`config.mk`:
```
export PLATFORM = sky130hd
export DESIGN_NAME = mem_port_arbiter
export DESIGN_NICKNAME = d
export VERILOG_FILES = /design/src/rtl/mem_port_arbiter.sv
export SDC_FILE = /design/constraint.sdc
export NUM_CORES = 1
export LEC_CHECK = 0
export BUFFER_PORTS_ARGS = -buffer_cell sky130_fd_sc_hd__buf_2
export CAP_MARGIN = 20
export CORE_ASPECT_RATIO = 1.5
export CORE_MARGIN = 2
export CORE_UTILIZATION = 30
export CTS_CLUSTER_DIAMETER = 80
export CTS_CLUSTER_SIZE = 24
export DETAILED_ROUTE_END_ITERATION = 16
export GPL_TIMING_DRIVEN = 0
export PLACE_DENSITY = 0.59
export SKIP_CTS_REPAIR_TIMING = 1
export SYNTH_ARGS = -nofsm -noshare
export SYNTH_HDL_FRONTEND = slang
export SYNTH_SLANG_ARGS = --single-unit
export TNS_END_PERCENT = 50
```
`constraint.sdc`:
```
create_clock -name clk -period 2.2 [get_ports clk]
set_input_delay 0.33 -clock clk [delete_from_list [all_inputs] [get_ports clk]]
set_output_delay 0.33 -clock clk [all_outputs]
set_load 0.01 [all_outputs]
```
`src/rtl/mem_port_arbiter.sv`:
```
// mem_port_arbiter: shares one single-port synchronous RAM between instruction
// fetch and the data (memory) stage. Each accepted read is followed by a
// MEM_LAT-cycle wait, a capture into the owner's rdata register, and a one-cycle
// rvalid pulse. A starvation counter makes sure that a fetch still wins after
// STARVE_MAX data grants in a row.
//
// Handshake: a requester raises req with its address (and store data) and
// holds them stable until the cycle in which its ack is high. The ack is
// combinational and marks the only cycle in which the memory is driven for that
// request. Read data comes back later as an rvalid pulse. There is no
// backpressure on rvalid.
module mem_port_arbiter #(
  parameter int AWIDTH     = 12,
  parameter int DWIDTH     = 32,
  parameter int MEM_LAT    = 1,
  parameter int STARVE_MAX = 4
) (
  input  logic                clk,
  input  logic                rst,
  input  logic                if_req,
  input  logic [AWIDTH-1:0]   if_addr,
  output logic                if_ack,
  output logic                if_rvalid,
  output logic [DWIDTH-1:0]   if_rdata,
  input  logic                d_req,
  input  logic                d_we,
  input  logic [AWIDTH-1:0]   d_addr,
  input  logic [DWIDTH-1:0]   d_wdata,
  input  logic [DWIDTH/8-1:0] d_wmask,
  output logic                d_ack,
  output logic                d_rvalid,
  output logic [DWIDTH-1:0]   d_rdata,
  output logic                mem_en,
  output logic [DWIDTH/8-1:0] mem_we,
  output logic [AWIDTH-1:0]   mem_addr,
  output logic [DWIDTH-1:0]   mem_din,
  input  logic [DWIDTH-1:0]   mem_dout,
  output logic                stall
);

  localparam int CW = $clog2(MEM_LAT + 1);
  localparam int SW = $clog2(STARVE_MAX + 1);
  localparam logic [CW-1:0] LAT_INIT   = CW'(MEM_LAT);
  localparam logic [CW-1:0] CNT_ONE    = CW'(1);
  localparam logic [SW-1:0] STARVE_SAT = SW'(STARVE_MAX);

  typedef enum logic {IDLE, WAIT} state_t;

  state_t        state, state_nxt;
  logic [CW-1:0] cnt, cnt_nxt;
  logic          owner, owner_nxt;   // 1: data stage owns the outstanding read
  logic [SW-1:0] starve_cnt, starve_nxt;

  logic window, complete, fetch_wins, grant_if, grant_d, read_grant;

  // Arbitration, memory drive and next-state logic
  always_comb begin
    complete   = (state == WAIT) && (cnt == CNT_ONE);
    window     = (state == IDLE) || complete;
    fetch_wins = if_req && (!d_req || (starve_cnt == STARVE_SAT));
    grant_if   = window && fetch_wins;
    grant_d    = window && d_req && !fetch_wins;
    read_grant = grant_if || (grant_d && !d_we);

    state_nxt = state;
    cnt_nxt   = cnt;
    owner_nxt = owner;
    if (read_grant) begin
      state_nxt = WAIT;
      cnt_nxt   = LAT_INIT;
      owner_nxt = grant_d;
    end else if (state == WAIT) begin
      cnt_nxt = cnt - CNT_ONE;
      if (complete) state_nxt = IDLE;
    end

    // A fetch that is not waiting, or a fetch grant, resets the starvation count.
    starve_nxt = starve_cnt;
    if (!if_req || grant_if) starve_nxt = '0;
    else if (grant_d && (starve_cnt != STARVE_SAT)) starve_nxt = starve_cnt + 1'b1;
  end

  assign if_ack   = grant_if;
  assign d_ack    = grant_d;
  assign mem_en   = grant_if || grant_d;
  assign mem_addr = grant_if ? if_addr : d_addr;
  assign mem_din  = d_wdata;
  assign mem_we   = (grant_d && d_we) ? d_wmask : '0;
  assign stall    = (if_req && !grant_if) || (d_req && !grant_d);

  // State register, latency counter, read owner and starvation counter
  always_ff @(posedge clk or posedge rst) begin
    if (rst) begin
      state      <= IDLE;
      cnt        <= '0;
      owner      <= 1'b0;
      starve_cnt <= '0;
    end else begin
      state      <= state_nxt;
      cnt        <= cnt_nxt;
      owner      <= owner_nxt;
      starve_cnt <= starve_nxt;
    end
  end

  // Capture mem_dout for the owner in the completion cycle; rvalid follows for one cycle
  always_ff @(posedge clk or posedge rst) begin
    if (rst) begin
      if_rvalid <= 1'b0;
      d_rvalid  <= 1'b0;
      if_rdata  <= '0;
      d_rdata   <= '0;
    end else begin
      if_rvalid <= 1'b0;
      d_rvalid  <= 1'b0;
      if (complete) begin
        if (owner) begin
          d_rdata  <= mem_dout;
          d_rvalid <= 1'b1;
        end else begin
          if_rdata  <= mem_dout;
          if_rvalid <= 1'b1;
        end
      end
    end
  end

endmodule
```
Word-level counts from Yosys, hierarchy flattened
Cells that the tools add are included.
{"block": "word_totals", "output_inout_bits": 118, "rom_bits": 0, "elab_cells": 53, "ram_bits": 0, "latchBits": 0, "mem_count": 0, "ff_bits": 72}
{"block": "classes", "muxes": 13, "n_eq_ne": 2, "mul": 0, "magnitude_cmp": 0, "div_mod_pow": 0, "addsub": 2, "n_shift": 0, "n_reduce_logical": 26, "n_bitwise": 2}
{"operator": "$mux 12", "n": 1}
{"operator": "$logic_and 1x1->1", "n": 10}
{"operator": "$mux 1", "n": 9}
{"operator": "$logic_not 1->1", "n": 6}
{"operator": "$logic_or 1x1->1", "n": 6}
{"operator": "$mux 3", "n": 2}
{"operator": "$mux 4", "n": 1}
{"operator": "$reduce_and 2->1", "n": 2}
{"operator": "$reduce_bool 2->1", "n": 2}
{"operator": "$add 3x1->3 const B", "n": 1}
{"operator": "$eq 3x3->1 const B", "n": 1}
{"operator": "$ne 3x3->1 const B", "n": 1}
{"operator": "$not 1->1", "n": 2}
{"operator": "$sub 1x1->1 const B", "n": 1}

Logic depth before layout (Yosys ltp)
Gate-level depths: netlist of the first run.
{"block": "logic_depth", "depth_word": 8, "ltp_mapped": 6, "depth_no_buf": 5}

Least setup slack after synthesis of the first run
OpenSTA, ideal clock, no wires.
{"block": "synth_timing", "path_kind": "flip-flop to output port", "start": "register starve_cnt[0]", "end": "output port mem_addr[0]", "required_ns": 1.870, "setup_slack_ns": 0.371, "arrival_ns": 1.499, "path_stages_with_launch": 7, "cell_sequence": "dfrtp_1 -> inv_1 -> ha_1 -> a21boi_0 -> nand3b_4 -> buf_8 -> mux2_4"}
{"block": "synth_via", "elab_chain_len": 5}
{"item": "from (decl)", "line_no": "52", "source": "logic [SW-1:0] starve_cnt, starve_nxt;"}
{"item": "from (signal assigned)", "line_no": "102", "source": "starve_cnt <= starve_nxt;"}
{"item": "$eq 3x3->1", "line_no": "60", "source": "fetch_wins = if_req && (!d_req || (starve_cnt == STARVE_SAT));"}
{"item": "$logic_or 1x1->1", "line_no": "60"}
{"item": "$logic_and 1x1->1", "line_no": "60"}
{"item": "$logic_and 1x1->1", "line_no": "61", "source": "grant_if = window && fetch_wins;"}
{"item": "$mux 12", "line_no": "86", "source": "assign mem_addr = grant_if ? if_addr : d_addr;"}
{"item": "to (decl)", "line_no": "35", "source": "output logic [AWIDTH-1:0] mem_addr,"}
Every way passes these cells.

Final worst setup path of the first run
{"block": "layout_timing", "start": "register starve_cnt[0]", "end": "output port mem_addr[3]"}
The elaborated chain is that of the path after synthesis.

==> results of run 1 <==
worst max-delay path, cell delays in order, from the launching register on:
cell and delay, ns:
dfrtp_1 0.40, inv_2 0.06, ha_4 0.17, a21boi_2 0.16, nand3b_4 0.20, buf_12 0.14
mux2_4 0.31, buf_6 0.12
sequential cells by signal (all words and copies together) (netlist names):
signal,cells
d_rdata,32
if_rdata,32
starve_cnt,3
cnt,1
d_rvalid,1
if_rvalid,1
owner,1
state,1
cell type report:
cell class,count,share of cell area
Sequential cell,72,0.375
Multi-Input combinational cell,109,0.240
Timing Repair Buffer,185,0.216
Buffer,42,0.0632
Clock buffer,11,0.0505
Tap cell,144,0.0375
Clock inverter,5,0.0117
Inverter,7,0.00598
worst min path at each step:
stage / startpoint / to / slack [ns] / cells after the start
2_1_floorplan: if_req / starve_cnt[0] / 0.48 / 1
3_3_place_gp: d_rdata[15] / d_rdata[15] / 0.48 / 1
3_5_place_dp: d_rdata[18] / d_rdata[18] / 0.49 / 1
4_1_cts: rst / d_rdata[10] / 0.23 / 2
5_1_grt: mem_dout[14] / d_rdata[14] / 0.23 / 2
6_report: rst / d_rdata[15] / 0.17 / 2
report_power, final:
part / leakage (nW) / switching [mW] / internal, mW / total (mW)
logic: 1.48 / 1.02 / 1.21 / 2.23
registers: 0.848 / 0.286 / 1.96 / 2.24
clock network: 0.145 / 0.525 / 0.906 / 1.43
placed cells by master, fill, tap and decap left out, types with 2 or more instances in the layout:
| master | synthesis | final |
|---|---|---|
| a21boi_0 | 4 | 3 |
| a21oi_1 | 2 | 2 |
| and3_1 | 5 | 5 |
| buf_2 | 6 | 175 |
| buf_4 | 34 | 36 |
| buf_6 | 0 | 12 |
| clkbuf_1 | 1 | 2 |
| clkbuf_16 | 0 | 10 |
| clkinv_2 | 0 | 2 |
| dfrtp_1 | 72 | 72 |
| inv_1 | 7 | 5 |
| mux2_2 | 70 | 64 |
| mux2_4 | 6 | 12 |
| nand2_1 | 3 | 3 |
| nand2b_1 | 2 | 2 |
| nand3_1 | 6 | 6 |
stage by stage:
| step | setup slack (ns) | TNS (ns) | util | cell area (µm²) | hold WS [ns] |
|---|---|---|---|---|---|
| final | -0.0202 | -0.128 | 0.454 | 4810 | 0.169 |
| after floorplan | 0.0451 | 0 | - | 3250 | 0.479 |
| after global placement | -0.783 | -55.98 | 0.409 | 4330 | 0.483 |
| after CTS | -0.339 | -3.39 | 0.438 | 4630 | 0.229 |
| after global routing | -0.117 | -1.25 | 0.454 | 4810 | 0.235 |
| after detailed placement | 0.0465 | 0 | 0.409 | 4340 | 0.487 |
cells by family after synthesis:
kind of cell               Yosys count
buffers and inverters               49
AOI/OAI and AO/OA                    8
DFF                                 72
adders and majority gates            3
muxes                               76
and+or+nand+nor                     22
cell usage after synthesis, drive strengths merged:
cell type	count	area [µm²]
a21oi	2	10.0
nor2b	1	6.26
ha	2	25.0
a32o	1	10.0
nand4	1	6.26
nand2	3	11.3
mux2	76	878
nand3b	2	27.5
nand4b	1	8.76
and3	5	31.3
o21a	1	7.51
clkbuf	1	3.75
a21boi	4	30.0
nand3	6	30.0
maj3	1	10.0
nand2b	2	12.5
inv	7	26.3
nor4bb	1	10.0
dfrtp	72	1800
buf	41	300
routing by layer:
metal | vias up | track usage | part of all wire
met4 | 0 | 0.0473 | 0.015
met2 | 147 | 0.235 | 0.54
met3 | 8 | 0.0364 | 0.087
met5 | - | 0 | 0
li1 | 1158 | - | -
met1 | 1191 | 0.134 | 0.36
==> summary.txt, run 1 <==
Synth
  • Post-Synth Simple-Gate Area: 0.0443
  • Post-synthesis compound-gate area fraction: 0.0177
  • Cells after synthesis: 230
  • Synthesized flop and latch total: between 70 and 80
  • Multiplexer area fraction after synthesis: 0.271
  • Synth unique cells: 24
  • Syn avg cell area: ~14 µm²
  • Synth Warn #: 0
  • Post-synthesis cell area: about 0.0032 mm²
  • Adder-Cell Fraction of Synth Area: 0.0108
  • Largest family of logic cells by synthesized area: multiplexers
  • XOR/XNOR Fraction of Synth Area: 0
  • Register area share after synthesis: 0.555
  • Mapped Nets: 329

Floorplanning
  • Num ports: 215
  • Starting density of the core: 0.307
  • Full die area: between 0.01 and 0.015 mm²
  • Core ar.: 0.0106 mm²
  • FP Rows: 46
  • Die Wd: 88.9 µm
  • Die H: ~130 µm

Clocking
  • CTS Sinks: 72
  • TritonCTS clock tree: yes
  • Max H-tree Level: 3
  • CTS max path bufs: 2
  • Root buffer cell: clkbuf_16
  • Clk_lat worst skew: around 0.32 ns
  • CTS buffer count: 9
  • Reg clk slew, reported paths: 0.05 ns

Critical path
  • Critical Path AT: roughly 1.9 ns
  • CP endpoint: mem_addr[3]
  • CP Capture Type: output port
  • Critical path origin: starve_cnt[0]
  • Reg2reg end: d_rdata[1]
  • Reg2Reg Depth: 3
  • R2R setup slack: 0.59 ns
  • Setup Crit Path Kind: reg2out
  • Reg2reg start: cnt
  • Crit-path max FO: 6
  • Nature of the critical path startpoint: register
  • WP data required: 1.87 ns

Global route
  • Pin count of the biggest net entering global routing: 73
  • Vias in the first global route: roughly 2500
  • Total GRT Usage: 0.128
  • Initial antenna violation count: 0
  • Total gr overflow: 0
  • First-pass GRT wire length: around 11000 µm

Power and ir drop
  • Power density over the cells: 1230 mW/mm²
  • Overall Power: 5.91 mW
  • Max IR drop VDD: between 0.4 and 0.5 mV
  • Pleak: 2.48 nW

STA
  • Final Hold Vio Count: 0
  • Actual slew at the worst max-slew pin: just over 0.9 ns
  • Final Critical Period: approximately 2.2 ns
  • FMAX: 450 MHz
  • Fin crit share: 1.01
  • Pins over their slew limit: 0
  • RSZ-0062 raised after global routing: yes
  • Slew headroom: 0.394
  • Setup violators final: 12
  • Worst path setup slack after routing: -0.0202 ns
  • Skew final: ~0.0052 ns

Final layout
  • Fill count: roughly 1000
  • Non-Filler Instances: around 580
  • Nets: 525
  • Reg area: roughly 0.0018 mm²
  • # diodes: 0
  • Layout area overhead: 48.1%
  • Multi-input logic area: 0.00115 mm²
  • Layout cells sized above 1: 0.747

Route
  • DR vias/cell: around 4.4
  • Wire per inst: about 14 µm
  • Vias: approximately 2500
  • Total Wirelength: 7860 µm
  • DRT iter0 DRCs: 39
  • Routed Antenna Nets: 0
  • Drc violations: 0
  • Iteration count of the initial detailed-routing pass: 4

Placed design
  • Port Buffers: 181
  • Inst Count DP: around 560
  • Dpl hpwl: 5850 µm
  • RePlAce Congestion: around 0.8

Min path
  • Worst Hold Class: in2async

Status
  • Outcome: finished, violations left
  • Violated checks: setup timing

Flow run
  • Max cap viols: 0
(Power assumes the default switching activity.)
==> run 2, diff against run 1 <==
--- a/config.mk
+++ b/config.mk
@@ -7,14 +7,12 @@
 export LEC_CHECK = 0
 export BUFFER_PORTS_ARGS = -buffer_cell sky130_fd_sc_hd__buf_2
 export CAP_MARGIN = 20
-export CORE_ASPECT_RATIO = 1.5
+export CORE_ASPECT_RATIO = 0.6
 export CORE_MARGIN = 2
 export CORE_UTILIZATION = 30
 export CTS_CLUSTER_DIAMETER = 80
 export CTS_CLUSTER_SIZE = 24
 export DETAILED_ROUTE_END_ITERATION = 16
-export GPL_TIMING_DRIVEN = 0
-export PLACE_DENSITY = 0.59
 export SKIP_CTS_REPAIR_TIMING = 1
 export SYNTH_ARGS = -nofsm -noshare
 export SYNTH_HDL_FRONTEND = slang
==> summary.txt, run 2 (synthesized netlist as in run 1, its figures left out) <==
Global route
  • Total GRT Usage: 0.123 (was 0.128)
  • Vias in the first global route: 2363 (was 2455)
  • Total gr overflow: 0 (unchanged)
  • First-pass GRT wire length: 11400 µm (was 11500 µm)
  • Pin count of the biggest net entering global routing: 73 (unchanged)
  • Initial antenna violation count: 0 (unchanged)

STA
  • Final Hold Vio Count: 0 (unchanged)
  • Hold Slack: 0.0458 ns (was 0.169 ns)
  • Final Critical Period: 2.18 ns (was 2.22 ns)
  • FMAX: 459 MHz (was 450 MHz)
  • Pins over their slew limit: 0 (unchanged)
  • Skew final: 0.00438 ns (was 0.00525 ns)
  • Slew headroom: 0.690 (was 0.394)
  • Worst path setup slack after routing: 0.0195 ns (was -0.0202 ns)
  • Setup violators final: 0 (was 12)
  • RSZ-0062 raised after global routing: yes (unchanged)
  • Actual slew at the worst max-slew pin: 0.465 ns (was 0.909 ns)
  • Fin crit share: 0.991 (was 1.01)
  • Setup TNS: 0 ns (was -0.128 ns)

Power and ir drop
  • Comb power frac: 0.361 (was 0.378)
  • Pint: 4.07 mW (about the same)
  • Reg power frac: 0.385 (was 0.380)
  • Switching power: 1.82 mW (was 1.83 mW)
  • Clock power frac: 0.254 (was 0.242)
  • Overall Power: 5.90 mW (was 5.91 mW)
  • Sw frac: 0.309 (was 0.310)
  • Power density over the cells: 1360 mW/mm² (was 1230 mW/mm²)
  • Max IR drop VDD: 0.598 mV (was 0.438 mV)
  • Pleak: 2.17 nW (was 2.48 nW)

Placed design
  • Inst Count DP: 482 (was 555)
  • Dpl hpwl: 5180 µm (was 5850 µm)
  • Place WS: 0.149 ns (was 0.0465 ns)
  • DP Area: 0.00394 mm² (was 0.00434 mm²)
  • RePlAce Congestion: 0.727 (was 0.784)
  • Port Buffers: 150 (was 181)

Final layout
  • Most frequent cells in the layout: buf_2 (147), dfrtp_1 (72), mux2_2 (66) (was buf_2 (175), dfrtp_1 (72), mux2_2 (64))
  • Nets: 457 (was 525)
  • Non-Filler Instances: 501 (was 575)
  • Layout area overhead: 33.9% (was 48.1%)
  • Commonest non-fill, non-tap cell in the layout: buf_2 (unchanged)
  • Largest regs: d_rdata: 32 flops, if_rdata: 32 flops, starve_cnt: 3 flops (unchanged)
  • # diodes: 0 (unchanged)
  • Layout cells sized above 1: 0.713 (was 0.747)
  • Design Area, Final: 0.00435 mm² (was 0.00481 mm²)
  • Final Util: 0.412 (was 0.454)

Floorplanning
  • Full die area: 0.0117 mm² (about the same)
  • Die H: 84.6 µm (was 131 µm)
  • Die Wd: 138 µm (was 88.9 µm)
  • Core ar.: 0.0106 mm² (about the same)
  • FP Rows: 29 (was 46)
  • Num ports: 215 (unchanged)
  • Starting density of the core: 0.308 (was 0.307)

Route
  • Total Wirelength: 7100 µm (was 7860 µm)
  • Routed Antenna Nets: 0 (unchanged)
  • Iteration count of the initial detailed-routing pass: 4 (unchanged)
  • Vias: 2213 (was 2504)
  • DR vias/cell: 4.42 (was 4.35)
  • DRT iter0 DRCs: 37 (was 39)
  • Wire per inst: 14.2 µm (was 13.7 µm)
  • Drc violations: 0 (unchanged)

Critical path
  • Crit-path max FO: 7 (was 6)
  • Nature of the critical path startpoint: register (unchanged)
  • Reg2reg end: d_rdata[5] (was d_rdata[1])
  • R2R setup slack: 0.62 ns (was 0.59 ns)
  • Reg2reg start: state (was cnt)
  • CP Capture Type: output port (unchanged)
  • WP data required: 1.87 ns (about the same)
  • Reg2Reg Depth: 3 (unchanged)
  • Setup Crit Path Kind: reg2out (unchanged)
  • Critical Path AT: 1.85 ns (was 1.89 ns)

Clocking
  • Max H-tree Level: 3 (unchanged)
  • Root buffer cell: clkbuf_16 (unchanged)
  • Reg clk slew, reported paths: 0.06 ns (was 0.05 ns)
  • TritonCTS clock tree: yes (unchanged)
  • CTS Sinks: 72 (unchanged)
  • CTS max path bufs: 2 (unchanged)
  • Clk_lat worst skew: 0.32 ns (about the same)
  • CTS buffer count: 9 (unchanged)

Flow run
  • Max cap viols: 0 (unchanged)

Min path
  • Worst Hold Class: in2async (unchanged)

Status
  • Outcome: finished, final reports clean (was finished, violations left)
[run 2: worst max-delay path: stages, from the launching register on]
cell and delay (ns):
dfrtp_1 0.38, inv_2 0.06, ha_4 0.17, a21boi_4 0.19, nand3b_4 0.24, mux2_2 0.35, buf_2 0.14
[run 2: worst max-delay path by stage]
stage,slack [ns],to,start
2_1_floorplan,0.05,cnt,rst
3_3_place_gp,0.19,mem_addr[5],starve_cnt[0]
3_5_place_dp,0.15,mem_addr[3],starve_cnt[0]
4_1_cts,-0.21,mem_addr[2],starve_cnt[0]
5_1_grt,-0.05,mem_addr[5],starve_cnt[1]
6_report,0.02,mem_addr[5],starve_cnt[0]
[run 2: area by class of cell]
| cell class | count | area [µm²] |
|---|---|---|
| clock inverters | 6 | 85.1 |
| fillers | 998 | 6210 |
| inverters | 7 | 26.3 |
| clock buffers | 9 | 225 |
| repair buffers | 158 | 855 |
| well taps | 139 | 174 |
| multi-input cells | 110 | 1180 |
| flip-flops and latches | 72 | 1800 |
[run 2: power groups by stage]
stage / sequential, mW / combinational, mW / clock, mW
3_3_place_gp: 2.25 / 2.08 / 0
4_1_cts: 2.28 / 2.13 / 1.55
5_1_grt: 2.36 / 2.31 / 1.62
3_5_place_dp: 2.29 / 2.13 / 0
6_report: 2.27 / 2.13 / 1.50
2_1_floorplan: 2.57 / 0.954 / 0
[run 2: per-layer routing]
metal  vias up  part of all wire  track usage
li1       1025                 -            -
met1      1079              0.47        0.155
met4         0             0.013       0.0380
met3        16             0.075       0.0582
met2        93              0.44        0.189
met5         -                 0            0
==> run 3, diff against run 2 <==
--- a/config.mk
+++ b/config.mk
@@ -5,7 +5,6 @@
 export SDC_FILE = /design/constraint.sdc
 export NUM_CORES = 1
 export LEC_CHECK = 0
-export BUFFER_PORTS_ARGS = -buffer_cell sky130_fd_sc_hd__buf_2
 export CAP_MARGIN = 20
 export CORE_ASPECT_RATIO = 0.6
 export CORE_MARGIN = 2
@@ -13,6 +12,7 @@
 export CTS_CLUSTER_DIAMETER = 80
 export CTS_CLUSTER_SIZE = 24
 export DETAILED_ROUTE_END_ITERATION = 16
+export DONT_BUFFER_PORTS = 1
 export SKIP_CTS_REPAIR_TIMING = 1
 export SYNTH_ARGS = -nofsm -noshare
 export SYNTH_HDL_FRONTEND = slang
==> summary.txt, run 3 (synthesized netlist as in run 1, its figures left out) <==
Critical path
  • R2R setup slack: 0.73 ns (was 0.62 ns)
  • Reg2reg start: state (unchanged)
  • Crit-path max FO: 8 (was 7)
  • Nature of the critical path startpoint: register (unchanged)
  • Critical Path AT: 1.78 ns (was 1.85 ns)
  • WP data required: 1.87 ns (about the same)
  • CP Capture Type: output port (unchanged)
  • Reg2reg end: if_rdata[25] (was d_rdata[5])
  • Reg2Reg Depth: 3 (unchanged)
  • Setup Crit Path Kind: reg2out (unchanged)

Placed design
  • Dpl hpwl: 4460 µm (was 5180 µm)
  • DP Area: 0.00316 mm² (was 0.00394 mm²)
  • RePlAce Congestion: 0.675 (was 0.727)
  • Port Buffers: 0 (was 150)

Final layout
  • Fill count: 1019 (was 998)
  • Most frequent cells in the layout: dfrtp_1 (72), mux2_2 (64), mux2_4 (12) (was buf_2 (147), dfrtp_1 (72), mux2_2 (66))
  • Design Area, Final: 0.00358 mm² (was 0.00435 mm²)
  • Layout area overhead: 10.2% (was 33.9%)
  • # diodes: 0 (unchanged)
  • Commonest non-fill, non-tap cell in the layout: dfrtp_1 (was buf_2)
  • Layout cells sized above 1: 0.493 (was 0.713)
  • Nets: 307 (was 457)
  • Largest regs: d_rdata: 32 flops, if_rdata: 32 flops, starve_cnt: 3 flops (unchanged)

Clocking
  • Clk_lat worst skew: 0.33 ns (was 0.32 ns)
  • Root buffer cell: clkbuf_16 (unchanged)
  • CTS Sinks: 72 (unchanged)
  • CTS max path bufs: 2 (unchanged)
  • Max H-tree Level: 3 (unchanged)
  • TritonCTS clock tree: yes (unchanged)
  • Reg clk slew, reported paths: 0.06 ns (about the same)
  • CTS buffer count: 9 (unchanged)

STA
  • Final Hold Vio Count: 0 (unchanged)
  • FMAX: 474 MHz (was 459 MHz)
  • Hold Slack: 0.148 ns (was 0.0458 ns)
  • Final Critical Period: 2.11 ns (was 2.18 ns)
  • Setup TNS: 0 ns (unchanged)
  • Pins over their slew limit: 0 (unchanged)
  • Skew final: 0.00344 ns (was 0.00438 ns)
  • Actual slew at the worst max-slew pin: 0.524 ns (was 0.465 ns)
  • Slew headroom: 0.650 (was 0.690)
  • RSZ-0062 raised after global routing: no (was yes)
  • Fin crit share: 0.959 (was 0.991)
  • Setup violators final: 0 (unchanged)

Route
  • Iteration count of the initial detailed-routing pass: 4 (unchanged)
  • Total Wirelength: 6390 µm (was 7100 µm)
  • DRT iter0 DRCs: 45 (was 37)
  • Drc violations: 0 (unchanged)
  • Routed Antenna Nets: 0 (unchanged)
  • Vias: 1656 (was 2213)
  • Wire per inst: 18.2 µm (was 14.2 µm)
  • DR vias/cell: 4.70 (was 4.42)

Floorplanning
  • Starting density of the core: 0.308 (unchanged)
  • FP Rows: 29 (unchanged)
  • Num ports: 215 (unchanged)
  • Core ar.: 0.0106 mm² (unchanged)
  • Die H: 84.6 µm (unchanged)
  • Full die area: 0.0117 mm² (unchanged)
  • Die Wd: 138 µm (unchanged)

Power and ir drop
  • Pleak: 1.57 nW (was 2.17 nW)
  • Max IR drop VDD: 0.529 mV (was 0.598 mV)
  • Power density over the cells: 1480 mW/mm² (was 1360 mW/mm²)

Global route
  • Initial antenna violation count: 0 (unchanged)
  • Pin count of the biggest net entering global routing: 43 (was 73)
  • First-pass GRT wire length: 9840 µm (was 11400 µm)
  • Vias in the first global route: 1757 (was 2363)
  • Total gr overflow: 0 (unchanged)
  • Total GRT Usage: 0.110 (was 0.123)

Min path
  • Hold path cells: 1
  • Hold path endpoint: starve_cnt[2]
  • Worst Hold Class: in2reg (was in2async)
  • Hold path startpoint: if_req

Flow run
  • Max cap viols: 0 (unchanged)

Status
  • Outcome: finished, final reports clean (unchanged)
run 3: per-stage QoR:
step                      setup WS, ns   util  total power [mW]  cells
after CTS                       -0.160  0.330              5.35    347
after detailed placement         0.215  0.300              3.76    331
after floorplan                 0.0451      -              3.52    230
after global routing           0.00572  0.339              5.60    352
final                           0.0892  0.339              5.28    352
after global placement           0.301  0.300              3.70    331
run 3: how the worst max path moves through the flow:
stage,slack (ns),depth (start not counted),from,endpoint
finish,0.09,5,starve_cnt[0],mem_addr[11]
global route,0.006,5,starve_cnt[0],mem_addr[2]
CTS,-0.16,5,starve_cnt[0],mem_addr[2]
detailed placement,0.21,5,starve_cnt[0],mem_addr[2]
global placement,0.30,5,starve_cnt[0],mem_addr[9]
floorplan,0.05,1,rst,cnt
run 3: critical path, stage by stage (launching register included):
cell,delay [ns]
dfrtp_1,0.38
inv_1,0.06
ha_2,0.21
a21boi_4,0.20
nand3b_4,0.26
mux2_4,0.35
run 3: area by class of cell:
cell class                 instances  area (µm²)  area share
inverter                           7        26.3     0.00735
sequential                        72        1800       0.504
clock buffer                      10         229      0.0640
clock inverter                     6        92.6      0.0259
tap                              139         174      0.0486
multi-input combinational        110        1180       0.329
timing repair buffer               8        75.1      0.0210
run 3: power by group:
group / internal [mW] / switching [mW] / total (mW) / leakage (nW)
clock network: 0.998 / 0.544 / 1.54 / 0.149
logic: 0.647 / 0.396 / 1.04 / 0.576
registers: 1.96 / 0.735 / 2.70 / 0.848
run 3: routing by layer:
layer  wire length, µm  vias to the layer above  track usage  share of wire
met5                 0                        -            0              0
met4                81                        0       0.0380          0.013
met3               724                       14       0.0747           0.11
met2              2800                       91        0.151           0.44
met1              2790                      830        0.135           0.44
li1                  -                      721            -              -
